--- config.mk ---
export PLATFORM = sky130hd
export DESIGN_NAME = madhu_addsub_accum_flat
export DESIGN_NICKNAME = d
export VERILOG_FILES = /design/src/rtl/madhu_addsub_accum_if.sv /design/src/rtl/madhu_addsub_accum.sv /design/src/flat_wrapper.sv
export SDC_FILE = /design/constraint.sdc
export NUM_CORES = 1
export LEC_CHECK = 0
export CELL_PAD_IN_SITES_DETAIL_PLACEMENT = 1
export CELL_PAD_IN_SITES_GLOBAL_PLACEMENT = 1
export CORE_UTILIZATION = 29
export CTS_BUF_LIST = sky130_fd_sc_hd__clkbuf_4
export DETAILED_ROUTE_END_ITERATION = 10
export PLACE_DENSITY_LB_ADDON = 0.1
export REMOVE_ABC_BUFFERS = 1
export SLEW_MARGIN = 40
export SYNTH_ARGS = -nofsm -noshare
export SYNTH_HDL_FRONTEND = slang
export SYNTH_SLANG_ARGS = --single-unit
--- constraint.sdc ---
create_clock -name clk -period 3.6 [get_ports clk]
set_clock_uncertainty 0.15 [all_clocks]
set_input_delay 0.54 -clock clk [delete_from_list [all_inputs] [get_ports clk]]
set_output_delay 0.54 -clock clk [all_outputs]
set_load 0.02 [all_outputs]
--- src/rtl/madhu_addsub_accum_if.sv ---
// Valid/ready operand and result bus for madhu_addsub_accum.
// The master drives operand beats and out_ready. The slave returns the registered result.
interface madhu_addsub_accum_if #(
  parameter int WIDTH = 8,
  parameter int ACC_W = 12
);
  logic             in_valid;
  logic             in_ready;
  logic [WIDTH-1:0] op_a;
  logic [WIDTH-1:0] op_b;
  logic [1:0]       mode;
  logic             sat;
  logic             out_valid;
  logic             out_ready;
  logic [ACC_W-1:0] result;
  logic             carry;

  modport master (
    output in_valid, op_a, op_b, mode, sat, out_ready,
    input  in_ready, out_valid, result, carry
  );

  modport slave (
    input  in_valid, op_a, op_b, mode, sat, out_ready,
    output in_ready, out_valid, result, carry
  );
endinterface

--- src/rtl/madhu_addsub_accum.sv ---
// Registered add/sub/accumulate tile with optional saturation and a one-entry output register.
// Optional overflow statistics counter: define MADHU_ACC_STATS_EN.
module madhu_addsub_accum #(
  parameter int WIDTH = 8,
  parameter int ACC_W = 12
) (
  input  logic                 clk,
  input  logic                 rst_n,
  input  logic                 ena,
  madhu_addsub_accum_if.slave  bus,
  output logic [ACC_W-1:0]     acc,
  output logic [7:0]           ovf_count
);

  if (ACC_W < WIDTH + 1) begin : g_bad_acc_w
    $error("madhu_addsub_accum: ACC_W must be >= WIDTH+1");
  end

  typedef enum logic [1:0] {
    MODE_ADD = 2'b00,
    MODE_SUB = 2'b01,
    MODE_ACC = 2'b10,
    MODE_CLR = 2'b11
  } mode_e;

  localparam logic [ACC_W-1:0] OPND_MAX = ACC_W'({WIDTH{1'b1}});

  mode_e            mode;
  logic             accept;
  logic             drain;
  logic [WIDTH:0]   sum_ab;
  logic [WIDTH-1:0] diff_ab;
  logic [ACC_W:0]   acc_sum;
  logic [ACC_W-1:0] nxt_result;
  logic [ACC_W-1:0] nxt_acc;
  logic             nxt_carry;

  assign mode         = mode_e'(bus.mode);
  // Ready depends only on ena and the output register, never on in_valid.
  assign bus.in_ready = ena && (!bus.out_valid || bus.out_ready);
  assign accept       = bus.in_valid && bus.in_ready;
  assign drain        = bus.out_valid && bus.out_ready;

  assign sum_ab  = {1'b0, bus.op_a} + {1'b0, bus.op_b};
  assign diff_ab = bus.op_a - bus.op_b;
  assign acc_sum = {1'b0, acc} + (ACC_W + 1)'(bus.op_a) + (ACC_W + 1)'(bus.op_b);

  always_comb begin
    // NOTE: every output of this block gets a default first so no path leaves one unassigned (no latch).
    nxt_result = '0;
    nxt_carry  = 1'b0;
    nxt_acc    = acc;
    case (mode)
      MODE_ADD: begin
        nxt_carry  = sum_ab[WIDTH];
        nxt_result = (bus.sat && nxt_carry) ? OPND_MAX : ACC_W'(sum_ab);
      end
      MODE_SUB: begin
        nxt_carry  = (bus.op_a < bus.op_b);
        nxt_result = (bus.sat && nxt_carry) ? '0 : ACC_W'(diff_ab);
      end
      MODE_ACC: begin
        nxt_carry  = acc_sum[ACC_W];
        nxt_acc    = (bus.sat && nxt_carry) ? '1 : acc_sum[ACC_W-1:0];
        nxt_result = nxt_acc;
      end
      MODE_CLR: begin
        nxt_acc = '0;
      end
      default: ;
    endcase
  end

  always_ff @(posedge clk or negedge rst_n) begin
    // NOTE: sequential state uses non-blocking assignments so every flop samples pre-edge values.
    if (!rst_n) begin
      bus.out_valid <= 1'b0;
      bus.result    <= '0;
      bus.carry     <= 1'b0;
      acc           <= '0;
    end else if (accept) begin
      bus.out_valid <= 1'b1;
      bus.result    <= nxt_result;
      bus.carry     <= nxt_carry;
      acc           <= nxt_acc;
    end else if (drain) begin
      bus.out_valid <= 1'b0;
    end
  end

`ifdef MADHU_ACC_STATS_EN
  always_ff @(posedge clk or negedge rst_n) begin
    if (!rst_n) begin
      ovf_count <= 8'd0;
    end else if (accept) begin
      if (mode == MODE_CLR)
        ovf_count <= 8'd0;
      else if (nxt_carry && (ovf_count != 8'hFF))
        ovf_count <= ovf_count + 8'd1;
    end
  end
`else
  assign ovf_count = 8'd0;
`endif

endmodule

--- src/flat_wrapper.sv ---
// flat-port wrapper written by rule: the top's interface ports become plain ports
module madhu_addsub_accum_flat 
#(
  parameter int WIDTH = 8,
  parameter int ACC_W = 12
)
  (clk, rst_n, ena, acc, ovf_count, bus_in_valid, bus_op_a, bus_op_b, bus_mode, bus_sat, bus_out_ready, bus_in_ready, bus_out_valid, bus_result, bus_carry);
  madhu_addsub_accum_if #(.WIDTH(WIDTH), .ACC_W(ACC_W)) bus_i ();
  input  logic clk;
  input  logic rst_n;
  input  logic ena;
  output logic [ACC_W-1:0] acc;
  output logic [7:0] ovf_count;
  input wire logic [$bits(bus_i.in_valid)-1:0] bus_in_valid;
  input wire logic [$bits(bus_i.op_a)-1:0] bus_op_a;
  input wire logic [$bits(bus_i.op_b)-1:0] bus_op_b;
  input wire logic [$bits(bus_i.mode)-1:0] bus_mode;
  input wire logic [$bits(bus_i.sat)-1:0] bus_sat;
  input wire logic [$bits(bus_i.out_ready)-1:0] bus_out_ready;
  output wire logic [$bits(bus_i.in_ready)-1:0] bus_in_ready;
  output wire logic [$bits(bus_i.out_valid)-1:0] bus_out_valid;
  output wire logic [$bits(bus_i.result)-1:0] bus_result;
  output wire logic [$bits(bus_i.carry)-1:0] bus_carry;
  assign bus_i.in_valid = bus_in_valid;
  assign bus_i.op_a = bus_op_a;
  assign bus_i.op_b = bus_op_b;
  assign bus_i.mode = bus_mode;
  assign bus_i.sat = bus_sat;
  assign bus_i.out_ready = bus_out_ready;
  assign bus_in_ready = bus_i.in_ready;
  assign bus_out_valid = bus_i.out_valid;
  assign bus_result = bus_i.result;
  assign bus_carry = bus_i.carry;
  madhu_addsub_accum #(.WIDTH(WIDTH), .ACC_W(ACC_W)) u_core (.clk(clk), .rst_n(rst_n), .ena(ena), .bus(bus_i), .acc(acc), .ovf_count(ovf_count));
endmodule
## After elaboration in Yosys (flattened, before gate mapping)

Cells that the tools add are included.
Widths: inputs -> output; s select.

- Latch bits: 0
- Memories kept: 0
- Bits in writable memories: 0
- Flip-flop bits (word level): 26
- Output and inout bits: 35
- Bits in read-only memories: 0

- Equality and inequality tests: 3
- $add $sub $neg: 4
- Div/mod/pow operators: 0
- Reductions and logical operators: 12
- Muxes and demuxes: 8
- Shift-type cells: 0
- Bitwise logic cells: 0
- Multipliers: 0
- Order comparisons: 1

Operators by type and width:

| kind | count |
|---|---|
| $pmux 12 s3 | 1 |
| $pmux 12 s2 | 1 |
| $add 12x8->13 | 1 |
| $add 13x8->13 | 1 |
| $mux 12 | 1 |
| $add 8x8->9 | 1 |
| $mux 9 | 1 |
| $lt 8x8->1 | 1 |
| $mux 8 | 1 |
| $sub 8x8->8 | 1 |
| $logic_and 1x1->1 | 6 |
| $eq 2x2->1 const B | 2 |
| $reduce_bool 2->1 | 2 |
| $pmux 1 s3 | 1 |
| $eq 2x1->1 const B | 1 |
| $logic_not 2->1 | 1 |
| $mux 1 | 2 |
| $reduce_and 2->1 | 1 |
| $logic_not 1->1 | 1 |
| $logic_or 1x1->1 | 1 |

## Depth between registers and ports, before layout

Gate-level depths: netlist of run 1.

- Word-level depth: 5
- Gate-level depth with buffers: 11
- Mapped depth without buffers: 11

## Worst setup path before layout of run 1

No wires, ideal clock.

- Path type: in2reg
- Start point: input port bus_op_b[1]
- End point: register u_core.bus.result[7]
- Stages on the path: 9
- Data arrival time: 2.824 ns
- Library setup time: 0.126 ns
- Path slack: 0.500 ns
- Buffers on the path: 0
- Cells stage by stage: fa_1 ha_1 fa_1 a21oi_1 o21ai_0 a211o_1 a32oi_1 o211ai_1 a221o_1

- Longest elaborated chain between the ends: 4

RTL lines:

| element | line | source |
|---|---|---|
| start, declared | flat_wrapper.sv:16 | `input wire logic [$bits(bus_i.op_b)-1:0] bus_op_b;` |
| $add 13x8->13, or another cell as far along | madhu_addsub_accum.sv:46 | `assign acc_sum = {1'b0, acc} + (ACC_W + 1)'(bus.op_a) + (ACC_W + 1)'(bus.op_b);` |
| $logic_and 1x1->1 (on tied branches) | madhu_addsub_accum.sv:64, madhu_addsub_accum.sv:56, madhu_addsub_accum.sv:60 |  |
| $mux 12, or another cell as far along | madhu_addsub_accum.sv:64 | `nxt_acc = (bus.sat && nxt_carry) ? '1 : acc_sum[ACC_W-1:0];` |
| $pmux 12 s3 * | madhu_addsub_accum.sv:53 | `case (mode)` |
| end signal, assigned | madhu_addsub_accum.sv:83 | `bus.result <= nxt_result;` |
| end, declared | madhu_addsub_accum_if.sv:25 | `output in_ready, out_valid, result, carry` |

Mark *: on every way between the ends. The rest lies on a longest branch, timed or not.
A chain may end at the register's enable or synchronous reset.

## Worst setup path in the final report of run 1

Same ends and word-level chain as after synthesis.

==> results of run 1 <==
==> final cells by class <==
class                      count  area share
tap                          108      0.0380
clock buffer                   3     0.00634
sequential                    26       0.183
multi-input combinational    243       0.519
clock inverter                 1     0.00845
inverter                      23      0.0243
timing repair buffer          88       0.221
==> what timing repair did <==
action | CTS | global route
hold buffers | 0 | 0
endpoints found under the setup margin | 0 | 1
resized for setup | 0 | 1
==> per-layer routing <==
metal / up-vias / global-route usage / wire length, um
met5: - / 0 / 0
met2: 64 / 0.315 / 4110
met1: 1260 / 0.267 / 4330
li1: 1243 / - / -
met3: 2 / 0.0243 / 300
met4: 0 / 0.0175 / 23
==> power breakdown <==
part	total, mW	switching, mW	internal, mW	leakage [nW]
clock	0.211	0.0987	0.113	0.0279
combinational	1.30	0.682	0.619	1.29
sequential	0.474	0.0914	0.383	0.338
total	1.99	0.872	1.11	1.66
==> logic make-up after synthesis <==
kind of cell,Yosys count,share of synthesized area
flops,26,0.244
mux,2,0.00798
other cells,1,0.00141
buf+inv,42,0.0755
compound gates,95,0.251
xor+xnor,13,0.0427
simple gates,90,0.183
fa+ha+maj,35,0.195
==> through the flow <==
step           setup TNS, ns  hold slack, ns
3_5_place_dp          -0.694           0.341
3_3_place_gp          -0.416           0.333
2_1_floorplan              0          0.0944
5_1_grt                    0           0.408
4_1_cts                    0           0.377
6_report                   0           0.368
==> sequential cells by signal (all words and copies together), names as in the netlist <==
signal                flops
u_core.bus.result        12
u_core.bus.out_valid      1
u_core.bus.carry          1
u_core.acc               12
==> path summary, 6_finish.rpt <==
path | to | depth (start not counted) | from | slack, ns
worst max-delay path | u_core.bus.result[7] | 10 | bus_op_b[1] | 0.18
worst min register to register | u_core.bus.result[11] | 2 | u_core.bus.result[11] | 0.37
worst max register to register | u_core.bus.result[7] | 9 | u_core.acc[1] | 0.41
min in group asynchronous | u_core.bus.result[0] | 2 | rst_n | 0.39
max in group asynchronous | u_core.bus.result[7] | 2 | rst_n | 2.62
worst min-delay path | u_core.bus.result[11] | 2 | u_core.bus.result[11] | 0.37
==> placed cells by master (no fill, tap or decap), types with 3 or more instances in the layout <==
master and instances:
nor3_1 7, a31oi_1 7, clkdlybuf4s50_1 50, a211oi_1 4, or3_1 3, a32oi_1 3, o21a_1 3, nor3b_1 3
and3_1 3, xnor2_1 8, nand2_1 29, xor2_1 5, buf_4 38, o21ai_0 16, fa_1 11, conb_1 8
nor2_1 14, a21o_1 7, clkbuf_4 3, inv_1 23, ha_1 24, nor2b_1 6, a31o_2 3, o31ai_1 4
nand3_1 8, a311o_1 3, o21ai_1 3, a21oi_1 20, dfrtp_1 26
==> worst max-delay path, stage by stage <==
cell	delay [ns]
clkdlybuf4s50_1	0.45
fa_1	0.52
ha_1	0.26
fa_1	0.41
a21oi_2	0.21
o21ai_0	0.10
a211o_1	0.33
a32oi_1	0.20
o211ai_1	0.12
a221o_1	0.35
==> reports/qor.yml, run 1 <==
outcome:
  status: "finished, violations left"
  violations: "DRC"
cells_and_area:
  syn_to_final_growth_pct: 33.3
  final_cells: 492
  seqCellArea_um2: 651
  layout-drive-gt1-share: 0.154
  final_util: 0.404
  n_fill_cell: 1068
  nNetsFinal: 444
  design_area_mm2: 0.00355
  multi_input_area_mm2: 0.00184
  n_antenna_cell: 0
die:
  die_h_um: 97.9
  core_area_mm2: 0.00881
  rows: 34
  fp.dieW_um: 97.9
  io_pins: 59
  dieArea_mm2: 0.00958
  initial_core_util: 0.303
setup_path:
  critPathLaunchType: "input pin"
  crit_fanout: 3
  timing_worst_setup_path_type: "in2reg"
  arrival_ns: 3.51
  cp-end-kind: "flop"
  required_ns: 3.69
sta:
  setup_viol: 0
  fin_ws_ns: 0.177
  max_freq_ghz: 0.292
  rsz0062_at_grt: "false"
  slew_headroom: 0.569
  fin_crit_sh: 0.951
  period_minus_slack_ns: 3.42
  drv_slew: 0
  finalHoldViolCount: 0
  tightest_slew_ns: 0.645
synth:
  yosysMostFrequentCell: "nand2_1"
  async_flop_share: 1.00
  netlist.top_cell.by_area: "dfrtp_1"
  mappedNetlistArea_mm2: 0.00267
  ys.flop_type: "dfrtp_1"
  synthCells: 304
  synth_common_cells: "nand2_1 (29), dfrtp_1 (26), ha_1 (24)"
  synth_area_leaders: "dfrtp_1 (24%), ha_1 (11%), fa_1 (8.3%)"
  syn_area_per_cell_um2: 8.77
  yosysWarnings: 0
  yosysSeqAreaShare: 0.244
  synth.distinct_cells: 62
  ys_seq_elements: 26
  synth-edff-count: 0
  synth_top_cell_area_share: 0.244
place:
  portBuffers: 50
  dp_hpwl_um: 7260
  place_area_mm2: 0.00350
  dp_cells: 488
  gp_congestion: 0.902
  pre_cts_slack_ns: -0.234
clocking:
  clock-sinks: 26
  htreeDepth: 1
  insertion_delay_ns: 0.34
  cts_tree: "yes"
  clk_pin_slew_ns: 0.16
  cts_root_buf: "clkbuf_4"
  numCtsBuffers: 3
  postCtsSetupBuffers: 0
  clockBufferDepth: 2
job:
  max_cap_violations: 0
grt:
  first_global_vias: 2658
  grt_overflow: 0
  antenna_found_initial: 0
  grt_max_degree: 27
  grt_pass1_wl_um: 14200
  grt_usage: 0.188
route:
  ant_nets: 0
  drt_iter0_markers: 109
  firstDrtPassIters: 8
  drc: 5
  wl_per_cell_um: 17.8
  via_per_inst: 5.22
  wl_um: 8770
  route.vias.total: 2569
power:
  peakVddDrop_mv: 0.305
  p_leak_nw: 1.66
  post-layout-total-power_mw: 1.99
  power_density_mw_per_mm2: 559
worst_hold_path:
  hold_class: "reg2reg"
Power figures use the tool's default switching activity.
==> run 2: changes to the inputs <==
CORE_ASPECT_RATIO = 1.1   (was unset)
clock period = 3.2 ns   (was 3.6 ns; I/O delays follow)
==> run 2 against run 1 <==
The flow now finishes without violations. Highest routed layer unchanged. Register-to-register slack worse by 0.28 ns. Cell count is 6.7% higher. Die area hardly changed. Core utilization is 2.8 points higher.
==> reports/qor.yml, run 2 (synthesis results as in run 1) <==
grt:
  grt_usage: 0.201  # +0.0134
  first_global_vias: 2847  # +7.1%
  grt_max_degree: 27  # unchanged
  grt_overflow: 0  # unchanged
  grt_pass1_wl_um: 14800  # +4.3%
  antenna_found_initial: 0  # unchanged
route:
  route.vias.total: 2677  # +4.2%
  wl_per_cell_um: 17.7  # -0.68%
  via_per_inst: 5.10  # -2.3%
  drc: 0  # -5
  wl_um: 9300  # +6.0%
  firstDrtPassIters: 4  # -4
  ant_nets: 0  # unchanged
  drt_iter0_markers: 37  # -66%
sta:
  slew_headroom: 0.677  # +0.108
  period_minus_slack_ns: 3.13
  tns_ns: 0  # unchanged
  fin_crit_sh: 0.978
  drv_slew: 0  # unchanged
  finalHoldViolCount: 0  # unchanged
  tightest_slew_ns: 0.473  # -0.172 ns
  max_freq_ghz: 0.319
  setup_viol: 0  # unchanged
clocking:
  clk_pin_slew_ns: 0.17  # about the same
  insertion_delay_ns: 0.34  # about the same
  hold_buffers: 0  # unchanged
  cts_tree: "yes"
  cts_root_buf: "clkbuf_4"
  htreeDepth: 1  # unchanged
  clock-sinks: 26  # unchanged
  clockBufferDepth: 2  # unchanged
  numCtsBuffers: 3  # unchanged
cells_and_area:
  top_regs: "u_core.acc (12), u_core.bus.result (12)"
  n_fill_cell: 1057  # -1.0%
  nNetsFinal: 471  # +6.1%
  multi_input_area_mm2: 0.00191  # +3.6%
  layout_commonest_cell: "buf_4"
  seqCellArea_um2: 651  # unchanged
  layout-drive-gt1-share: 0.231  # +0.0775
  syn_to_final_growth_pct: 43.7
  final_cell_mix: "buf_4 (65), clkdlybuf4s50_1 (47), nand2_1 (29)"
  final_cells: 525  # +6.7%
  n_antenna_cell: 0  # unchanged
  final_util: 0.432  # +0.0281
die:
  io_pins: 59  # unchanged
  initial_core_util: 0.300  # -0.00231
  rows: 36  # +5.9%
  fp.dieW_um: 93.4  # -4.6%
  dieArea_mm2: 0.00958  # about the same
  core_area_mm2: 0.00887  # +0.77%
  die_h_um: 103  # +4.8%
place:
  portBuffers: 50  # unchanged
  dp_hpwl_um: 7790  # +7.3%
  gp_congestion: 0.808  # -10%
  dp_cells: 519  # +6.4%
setup_path:
  required_ns: 3.28  # -0.41 ns
  path_buf_inv: 1  # unchanged
  cp_cell_sequence: "clkdlybuf4s50_1 -> fa_2 -> fa_2 -> a21oi_4 -> o21ai_0 -> a211o_1 -> a32oi_1 -> o211ai_1 -> a221o_1"
  critical_path.top_delay_family: "compound AO/OA/AOI/OAI gates"
  crit_fanout: 3  # unchanged
  cp-end-kind: "flop"
  arrival_ns: 3.21  # -0.30 ns
  slowest_delay_ns: 0.51  # about the same
  timing_worst_setup_path_type: "in2reg"
  slowest_stage: "clkdlybuf4s50_1"
  critPathLaunchType: "input pin"
  critPathMostFrequentCell: "fa_2"
power:
  power_density_mw_per_mm2: 629  # +13%
  p_leak_nw: 1.80  # +8.4%
  peakVddDrop_mv: 0.255  # -17%
  post-layout-total-power_mw: 2.41  # +21%
job:
  max_cap_violations: 0  # unchanged
worst_hold_path:
  hold_class: "in2async"
outcome:
  status: "completed"
## run 2: cell types whose count changed in the layout (fill, tap and decap cells not counted), moves of 2 or more
cell / previous run / this run
clkdlybuf4s50_1: 50 / 47
a21oi_4: 0 / 2
fa_2: 0 / 2
buf_4: 38 / 65
ha_4: 0 / 2
ha_1: 24 / 21
dlygate4sd2_1: 0 / 2
fa_1: 11 / 9
## run 2: metal layers
metal | wire length [um] | GRT usage | share of wire | vias up
met5 | 0 | 0 | 0 | -
met4 | 93 | 0.0402 | 0.010 | 0
met3 | 205 | 0.00959 | 0.022 | 8
met2 | 4730 | 0.368 | 0.51 | 33
met1 | 4270 | 0.265 | 0.46 | 1337
li1 | - | - | - | 1299
## run 2: layout make-up
cell class | count | share of cell area
repair buffers | 115 | 0.258
flip-flops and latches | 26 | 0.170
multi-input cells | 243 | 0.499
inverters | 23 | 0.0225
clock buffers | 3 | 0.00588
clock inverters | 1 | 0.00784
well taps | 114 | 0.0372
## run 2: timing repair
item                       CTS  global route
setup buffers                2             0
setup endpoints to repair    7             8
pin swaps                    6             2
gates resized for setup     10             7
## run 2: worst paths after layout
check,start,endpoint,slack [ns],depth (start not counted)
worst min register to register,u_core.bus.result[2],u_core.bus.result[2],0.37,2
max in group asynchronous,rst_n,u_core.acc[4],2.25,2
worst max register to register,u_core.acc[1],u_core.bus.result[7],0.13,9
worst min-delay path,rst_n,u_core.bus.result[0],0.36,2
worst max-delay path,bus_op_a[2],u_core.bus.result[7],0.07,9
min in group clk,u_core.bus.result[2],u_core.bus.result[2],0.37,2
## run 2: through the flow
step           hold slack [ns]  setup slack (ns)  area, um2
2_1_floorplan           0.0344             0.161       2580
3_3_place_gp             0.341            -0.562       3690
3_5_place_dp             0.341            -0.599       3690
4_1_cts                  0.361            0.0357       3800
5_1_grt                  0.384          -0.00983       3830
6_report                 0.359            0.0691       3830
## run 2: worst reg2reg max path, stage by stage, from the launching register on
cell and delay (ns):
dfrtp_1 0.45, fa_1 0.47, ha_2 0.21, fa_2 0.40, a21oi_4 0.20, o21ai_0 0.10
a211o_1 0.32, a32oi_1 0.20, o211ai_1 0.11, a221o_1 0.36
## run 2: power breakdown
part | internal [mW] | switching (mW) | total [mW] | leakage (nW)
Sequential | 0.431 | 0.102 | 0.532 | 0.338
Combinational | 0.808 | 0.831 | 1.64 | 1.43
Clock | 0.127 | 0.111 | 0.238 | 0.0279
Total | 1.37 | 1.04 | 2.41 | 1.80
